File: src/rtl/div_pkg.sv
// ============================================================================
// Module  : div_pkg
// Purpose : Shared definitions for the iterative divider: FSM state encoding,
//           default operand width and iteration-counter sizing.
// Ports   : none (package)
// Revision: 1.0 - initial release
// ============================================================================
`default_nettype none

package div_pkg;

  // Default operand/result width used by the MIPS datapath.
  localparam int DIV_WIDTH = 32;

  // FSM encoding, 2 bits wide.
  typedef enum logic [1:0] {
    S_IDLE = 2'd0,
    S_RUN  = 2'd1,
    S_FIX  = 2'd2,
    S_DONE = 2'd3
  } div_state_t;

  // The counter must be able to hold the value WIDTH itself, hence +1.
  function automatic int cnt_width(input int w);
    return $clog2(w) + 1;
  endfunction

  localparam int DIV_CNT_W = $clog2(DIV_WIDTH) + 1;

endpackage : div_pkg

`default_nettype wire

File: src/rtl/div_step.sv
// ============================================================================
// Module  : div_step
// Purpose : One combinational restoring-division iteration. Shifts the
//           {rem, quo} pair left by one, trial-subtracts the divisor
//           magnitude from the partial remainder and, when the difference is
//           non-negative, keeps it and sets the new quotient LSB.
// Ports   : rem      - partial remainder (WIDTH)
//           quo      - partial quotient / remaining dividend bits (WIDTH)
//           dvs      - divisor magnitude (WIDTH)
//           rem_next - partial remainder after this step (WIDTH)
//           quo_next - partial quotient after this step (WIDTH)
// Revision: 1.0 - initial release
// ============================================================================
`default_nettype none

module div_step #(
  parameter int WIDTH = 32
) (
  input  logic [WIDTH-1:0] rem,
  input  logic [WIDTH-1:0] quo,
  input  logic [WIDTH-1:0] dvs,
  output logic [WIDTH-1:0] rem_next,
  output logic [WIDTH-1:0] quo_next
);

  // One extra bit: the shifted remainder can reach 2*dvs-1, and the borrow
  // out of the subtraction is the "negative" indicator.
  logic [WIDTH:0] shifted;
  logic [WIDTH:0] diff;

  assign shifted = {rem, quo[WIDTH-1]};
  assign diff    = shifted - {1'b0, dvs};

  always_comb begin
    rem_next = shifted[WIDTH-1:0];
    quo_next = {quo[WIDTH-2:0], 1'b0};
    if (!diff[WIDTH]) begin
      rem_next = diff[WIDTH-1:0];
      quo_next = {quo[WIDTH-2:0], 1'b1};
    end
  end

endmodule : div_step

`default_nettype wire

File: src/rtl/div32_seq.sv
// ============================================================================
// Module  : div32_seq
// Purpose : Iterative restoring divider for MIPS DIV/DIVU. One quotient bit
//           per clock on operand magnitudes, followed by a sign-fix cycle.
//           Results are held until the next sign-fix cycle writes them.
//           Optional macro DIV_EARLY_OUT_EN: a zero divisor or
//           |dividend| < |divisor| skips the iteration phase (done at cycle 2).
// Ports   : clk         - clock, rising edge
//           reset       - asynchronous active-high reset
//           start       - divide request, honoured only when not busy
//           signed_op   - 1 = DIV (two's complement), 0 = DIVU
//           dividend    - numerator, sampled with start (WIDTH)
//           divisor     - denominator, sampled with start (WIDTH)
//           busy        - high while iterating or sign-fixing
//           done        - one-cycle pulse, results valid
//           quotient    - result for LO (WIDTH)
//           remainder   - result for HI (WIDTH)
//           div_by_zero - set with results when divisor was zero
// Parameter: WIDTH (>= 2) operand/result width.
// Revision: 1.0 - initial release
// ============================================================================
`default_nettype none

module div32_seq
  import div_pkg::*;
#(
  parameter int WIDTH = DIV_WIDTH
) (
  input  logic             clk,
  input  logic             reset,
  input  logic             start,
  input  logic             signed_op,
  input  logic [WIDTH-1:0] dividend,
  input  logic [WIDTH-1:0] divisor,
  output logic             busy,
  output logic             done,
  output logic [WIDTH-1:0] quotient,
  output logic [WIDTH-1:0] remainder,
  output logic             div_by_zero
);

  localparam int              CNT_W    = cnt_width(WIDTH);
  localparam logic [CNT_W-1:0] CNT_INIT = CNT_W'(WIDTH);

  div_state_t state;
  div_state_t state_next;

  logic [WIDTH-1:0] rem_q;
  logic [WIDTH-1:0] quo_q;
  logic [WIDTH-1:0] dvs_q;
  logic             neg_q;
  logic             neg_r;
  logic             dz_q;
  logic [CNT_W-1:0] count;

  logic [WIDTH-1:0] step_rem;
  logic [WIDTH-1:0] step_quo;

  // Operand preparation for an accepted start.
  logic             accept;
  logic             dvd_neg;
  logic             dvs_neg;
  logic [WIDTH-1:0] dvd_mag;
  logic [WIDTH-1:0] dvs_mag;
  logic [WIDTH-1:0] load_val;
  logic             dvs_zero;
  logic             early;

  assign accept   = start && (state == S_IDLE || state == S_DONE);
  assign dvd_neg  = signed_op & dividend[WIDTH-1];
  assign dvs_neg  = signed_op & divisor[WIDTH-1];
  assign dvd_mag  = dvd_neg ? -dividend : dividend;
  assign dvs_mag  = dvs_neg ? -divisor : divisor;
  assign dvs_zero = (divisor == '0);

  // With a zero divisor every trial subtraction succeeds, so the raw
  // dividend loaded here walks unchanged into the remainder register and
  // the quotient fills with ones -- no separate raw-dividend copy needed.
  assign load_val = dvs_zero ? dividend : dvd_mag;

`ifdef DIV_EARLY_OUT_EN
  assign early = dvs_zero || (dvd_mag < dvs_mag);
`else
  assign early = 1'b0;
`endif

  div_step #(
    .WIDTH (WIDTH)
  ) u_step (
    .rem      (rem_q),
    .quo      (quo_q),
    .dvs      (dvs_q),
    .rem_next (step_rem),
    .quo_next (step_quo)
  );

  // --------------------------------------------------------------------------
  // FSM
  // --------------------------------------------------------------------------
  always_ff @(posedge clk or posedge reset) begin
    if (reset) begin
      state <= S_IDLE;
    end else begin
      state <= state_next;
    end
  end

  always_comb begin
    state_next = state;
    busy       = 1'b0;
    done       = 1'b0;
    case (state)
      S_IDLE: begin
        if (accept) begin
          state_next = early ? S_FIX : S_RUN;
        end
      end
      S_RUN: begin
        busy = 1'b1;
        // count==1 means this cycle performs the last of WIDTH steps.
        if (count == CNT_W'(1)) begin
          state_next = S_FIX;
        end
      end
      S_FIX: begin
        busy       = 1'b1;
        state_next = S_DONE;
      end
      S_DONE: begin
        done = 1'b1;
        if (accept) begin
          state_next = early ? S_FIX : S_RUN;
        end else begin
          state_next = S_IDLE;
        end
      end
      default: begin
        state_next = S_IDLE;
      end
    endcase
  end

  // --------------------------------------------------------------------------
  // Datapath
  // --------------------------------------------------------------------------
  always_ff @(posedge clk or posedge reset) begin
    if (reset) begin
      rem_q       <= '0;
      quo_q       <= '0;
      dvs_q       <= '0;
      neg_q       <= 1'b0;
      neg_r       <= 1'b0;
      dz_q        <= 1'b0;
      count       <= '0;
      quotient    <= '0;
      remainder   <= '0;
      div_by_zero <= 1'b0;
    end else begin
      if (accept) begin
        // Early-out preloads the final {rem, quo} = {|dividend|, 0}.
        rem_q       <= early ? load_val : '0;
        quo_q       <= early ? '0 : load_val;
        dvs_q       <= dvs_mag;
        neg_q       <= dvd_neg ^ dvs_neg;
        neg_r       <= dvd_neg;
        dz_q        <= dvs_zero;
        count       <= CNT_INIT;
        div_by_zero <= 1'b0;
      end else if (state == S_RUN) begin
        rem_q <= step_rem;
        quo_q <= step_quo;
        count <= count - CNT_W'(1);
      end else if (state == S_FIX) begin
        if (dz_q) begin
          quotient    <= '1;
          remainder   <= rem_q;
          div_by_zero <= 1'b1;
        end else begin
          quotient  <= neg_q ? -quo_q : quo_q;
          remainder <= neg_r ? -rem_q : rem_q;
        end
      end
    end
  end

endmodule : div32_seq

`default_nettype wire

File: config.mk
export PLATFORM = sky130hd
export DESIGN_NAME = div32_seq
export DESIGN_NICKNAME = d
export VERILOG_FILES = /design/src/rtl/div_pkg.sv /design/src/rtl/div_step.sv /design/src/rtl/div32_seq.sv
export SDC_FILE = /design/constraint.sdc
export NUM_CORES = 1
export LEC_CHECK = 0
export CORE_ASPECT_RATIO = 1.25
export CORE_MARGIN = 2
export CORE_UTILIZATION = 55
export DETAILED_ROUTE_END_ITERATION = 16
export GPL_TIMING_DRIVEN = 0
export PLACE_DENSITY_LB_ADDON = 0.15
export REMOVE_ABC_BUFFERS = 1
export SLEW_MARGIN = 20
export SYNTH_ARGS = -nofsm -noshare
export SYNTH_HDL_FRONTEND = slang
export SYNTH_SLANG_ARGS = --single-unit
File: constraint.sdc
create_clock -name clk -period 6.9 [get_ports clk]
set_input_delay 1.725 -clock clk [delete_from_list [all_inputs] [get_ports clk]]
set_output_delay 1.725 -clock clk [all_outputs]
set_load 0.02 [all_outputs]
* After elaboration in Yosys (flattened, before gate mapping) *
Cells that the tools add are included.

operators by class
  add/sub/neg operators = 6
  equality and inequality tests = 7
  muxes and demuxes = 25
  bitwise gates (word level) = 5
  reductions and logical operators = 11

operator list
  operator               number
  $mux W32               12
  $neg A32 Y32           4
  $sub A33 B32 Y33       1
  $logic_not A32 Y1      1
  $mux W6                2
  $mux W1                8
  $pmux W2 S4            1
  $eq A6 B1 Y1 const B   1
  $ne A2 B2 Y1 const B   3
  $reduce_and A3 Y1      2
  $reduce_bool A2 Y1     3
  $sub A6 B1 Y6 const B  1
  $eq A2 B2 Y1 const B   2
  $mux W2                2
  $and A1 B1 Y1          2
  $eq A2 B1 Y1 const B   1
  $logic_not A2 Y1       1
  $not A1 Y1             2
  $reduce_and A2 Y1      1
  $reduce_or A2 Y1       1
  $logic_and A1 B1 Y1    1
  $logic_or A1 B1 Y1     1
  $xor A1 B1 Y1          1

storage, ports and cells
  flip-flop bits (word level) = 172
  output and inout bits = 67

* Depth between registers and ports, before layout *
  word-level depth = 5
  depth in mapped cells = 13

* Cells and area by module *
A second synthesis with hierarchy kept.

second synthesis, totals
  cells, all modules = 1400
  area, all modules = 12419.4 sq um

by module, submodules not included
  module     times used  cells an instance  area each (sq um)
  div32_seq  1           1064               9828.2
  div_step   1           336                2591.2

* Least setup slack after synthesis *
OpenSTA, ideal clock, no wires.

  kind = input port to flip-flop
  start = in dividend[4]
  end = reg quo_q[29]
  setup time = 0.136 ns
  data arrival time = 3.840 ns
  setup slack = 2.924 ns
  cell stages on the path = 8
  path buffers = 0
  path through = or4_4 nor4b_4 nand2_2 or4_4 nand2b_4 o41ai_4 xor2_1 a21oi_1

on the way
  cells in the longest elaborated chain, start to end = 4

ends and longest elaborated chain
  element                 RTL line          source
  start: declaration      div32_seq.sv:33   input logic [WIDTH-1:0] dividend,
  $neg A32 Y32            div32_seq.sv:72   assign dvd_mag = dvd_neg ? -dividend : dividend;
  $mux W32                div32_seq.sv:72
  $mux W32                div32_seq.sv:79   assign load_val = dvs_zero ? dividend : dvd_mag;
  $mux W32                div32_seq.sv:159  if (accept) begin
  end signal: assignment  div32_seq.sv:162  quo_q <= early ? '0 : load_val;
  end signal: assignment  div32_seq.sv:171  quo_q <= step_quo;
  end: declaration        div32_seq.sv:49   logic [WIDTH-1:0] quo_q;

No other way between the ends.
A chain may end at the register's enable or synchronous reset.

* Final worst setup path *
  start = in divisor[11]
  end = reg dvs_q[29]

on the way
  cells in the longest elaborated chain, start to end = 2

ends and longest elaborated chain
  element                 RTL line          source
  start: declaration      div32_seq.sv:34   input logic [WIDTH-1:0] divisor,
  $neg A32 Y32            div32_seq.sv:73   assign dvs_mag = dvs_neg ? -divisor : divisor;
  $mux W32                div32_seq.sv:73
  end signal: assignment  div32_seq.sv:163  dvs_q <= dvs_mag;
  end: declaration        div32_seq.sv:50   logic [WIDTH-1:0] dvs_q;

No other way between the ends.

==> results by group <==
Placement
  – Placement Cell Area: 13,200 um2
  – DP Worst Slack: 2020 ps
  – Number of port buffers: 134
  – Post-DP HPWL: 20,800 um
  – Gp weighted congestion: 0.893

Timing
  – RSZ-0062 raised after global routing: false
  – Slew headroom: 0.316
  – Worst-case clock skew: 10.4 ps
  – Final hold violation count: 0
  – Fmax: 226 MHz
  – Setup TNS: 0 ps
  – Final min period: 4420 ps
  – Hold WS: 477 ps
  – Part of the cycle the worst path needs: 0.640
  – Final setup fails: 0
  – Final setup margin: 2480 ps
  – Max-slew violations: 0
  – Worst-margin pin slew: 1030 ps

Power
  – Static leakage: 5.59 nW
  – Max VDD drop: 0.000283 V
  – Clock power share: 0.123
  – Switching power: 3.68 mW
  – Seq pwr share: 0.260
  – Pwr/cell area: 562 nW/um2
  – Pint: 4.07 mW
  – Sw frac: 0.475
  – Comb power frac: 0.617

Yosys
  – Largest area contributor in the netlist: dfrtp_1
  – Synthesized area: 11,600 um2
  – Sequential share of the synthesized area: 0.372
  – Cell with the most instances after synthesis: dfrtp_1
  – EDFF count, synth: 0
  – Top cell type's share of synthesized area: 0.372
  – Post-synth ARST share: 1.00
  – YS warnings: 0
  – Post-synthesis cell count: 1,351
  – Ys flop type: dfrtp_1
  – #FFs+latches synth: 172
  – Avg Cell Area, Syn: 8.55 um2
  – Area contributors post-synth: dfrtp_1, xnor2_1, o21ai_0
  – Synth cell count leaders: dfrtp_1, o21ai_0, nand2_1, a21oi_1, xnor2_1
  – Count of cell types in the netlist: 70

Die
  – Die height: 166 um
  – Row count: 59
  – I/O Pins: 135
  – Initial Utilization: 0.557
  – Die ar.: 22,200 um2
  – Total core area: 20,700 um2
  – Chip width: 134 um

Clocking
  – Clock sink total: 172
  – Clk buf depth: 2
  – Clk slew on worst S/H paths: 80 ps
  – Clock latency on the worst-skew pair: 440 ps
  – CTS tree: yes
  – Root buffer cell: clkbuf_16
  – CTS resizes: 0
  – Post-CTS setup buffers: 0
  – # hold bufs at CTS: 0
  – Total CTS buffers: 17
  – H-Tree Depth: 4

Route
  – DR DRC count: 0
  – DRC violation total after the first TritonRoute iteration: 676
  – WL per Instance: 16.5 um
  – Antenna Nets Post-Route: 0
  – Routed WL: 28,500 um
  – DR vias/cell: 5.87
  – Total number of vias: 10,100
  – DR pass1 iterations: 5

Global routing
  – Vias in the first global route: 9,886
  – Largest net degree at the start of global routing: 106
  – Antenna violations before repair: 0
  – Total grt overflow: 0
  – GRT Total Usage: 0.265
  – First-pass GRT wire length: 48,200 um

Cells and area
  – Storage cell area: 4300 um2
  – Fin nets: 1,547
  – Layout cells sized above 1: 0.0490
  – # diodes: 0
  – Multi-input combinational cell area: 6790 um2
  – Area Overhead vs Synth: 19.3%
  – Filler Cell Count: 1,810
  – Post-route cell area: 13,800 um2

Critical path
  – CP Class: in2reg
  – Worst EP required: 7220 ps
  – CP endpoint kind: flip-flop
  – Worst-path fanout max: 4
  – WP data arrival: 4740 ps
  – Nature of the critical path startpoint: input port

Run status
  – Status: completed

Job
  – Max-cap viol count: 0

Min path
  – Worst Hold Class: reg2reg
==> sequential cells by signal, indices dropped and copies added (netlist names), 2 cells and up <==
name / cells
dvs_q: 32
quo_q: 32
state: 2
count: 6
remainder: 32
rem_q: 32
quotient: 32
==> path summary, 6_finish.rpt <==
path	endpoint	slack, ps	from	depth (start not counted)
max in group asynchronous	remainder[21]	4270	reset	3
worst max register to register	rem_q[28]	2500	quo_q[31]	11
min in group asynchronous	quotient[24]	1710	reset	2
worst max-delay path	dvs_q[29]	2480	divisor[11]	9
worst min-delay path	dvs_q[21]	480	dvs_q[21]	2
worst min register to register	dvs_q[21]	480	dvs_q[21]	2
==> critical path: stages <==
cell	delay, ps
clkdlybuf4s50_1	510
or4_1	620
nor4_1	610
and4bb_2	380
and2_1	190
nand2_1	140
o31ai_1	310
xor2_1	170
o21ai_1	80
==> cells by family after synthesis <==
family | Yosys count | share of synthesized area
buf+inv | 141 | 0.0466
flops | 172 | 0.372
compound gates | 435 | 0.238
fa+ha+maj | 43 | 0.0472
xor+xnor | 147 | 0.111
mux | 24 | 0.0209
simple gates | 389 | 0.164
==> layout by cell type (no fill, tap or decap), drive strengths merged, types with 12 or more instances in the layout <==
cell type        n
a211oi          14
a21oi          105
a31oi           31
clkbuf          17
clkdlybuf4s50  134
dfrtp          172
ha              42
inv             76
mux2i           23
nand2          123
nand2b          13
nand3           51
nor2            90
nor2b           14
nor3            26
o21ai          144
o22a            31
o31ai           25
o41ai           16
or3             14
or4             12
xnor2           96
xor2            51
==> cell type report <==
cell class	instances	share of cell area
flip-flops and latches	172	0.312
repair buffers	142	0.110
well taps	274	0.0249
inverters	65	0.0182
clock buffers	17	0.0309
clock inverters	15	0.0106
multi-input cells	1038	0.493
==> metrics by stage <==
stage / util / instances / total power [mW]
after CTS: 0.664 / 1723 / 7.73
after global placement: 0.624 / 1683 / 6.57
after floorplan: - / 1275 / 5.33
after global routing: 0.664 / 1723 / 8.43
after detailed placement: 0.637 / 1691 / 6.75
final: 0.664 / 1723 / 7.75
==> routing by layer <==
layer	up-vias	GRT usage	part of all wire
met4	0	0.0976	0.027
li1	5040	-	-
met1	4754	0.323	0.41
met5	-	0	0
met3	53	0.0574	0.056
met2	274	0.460	0.51
==> power groups by stage <==
stage	registers (mW)	logic, mW	clock network (mW)
detailed placement	2.03	4.72	0
finish	2.02	4.78	0.949
global route	2.10	5.32	1.01
global placement	2.01	4.56	0
floorplan	2.13	3.20	0
CTS	2.01	4.76	0.964
(Power assumes the default switching activity.)
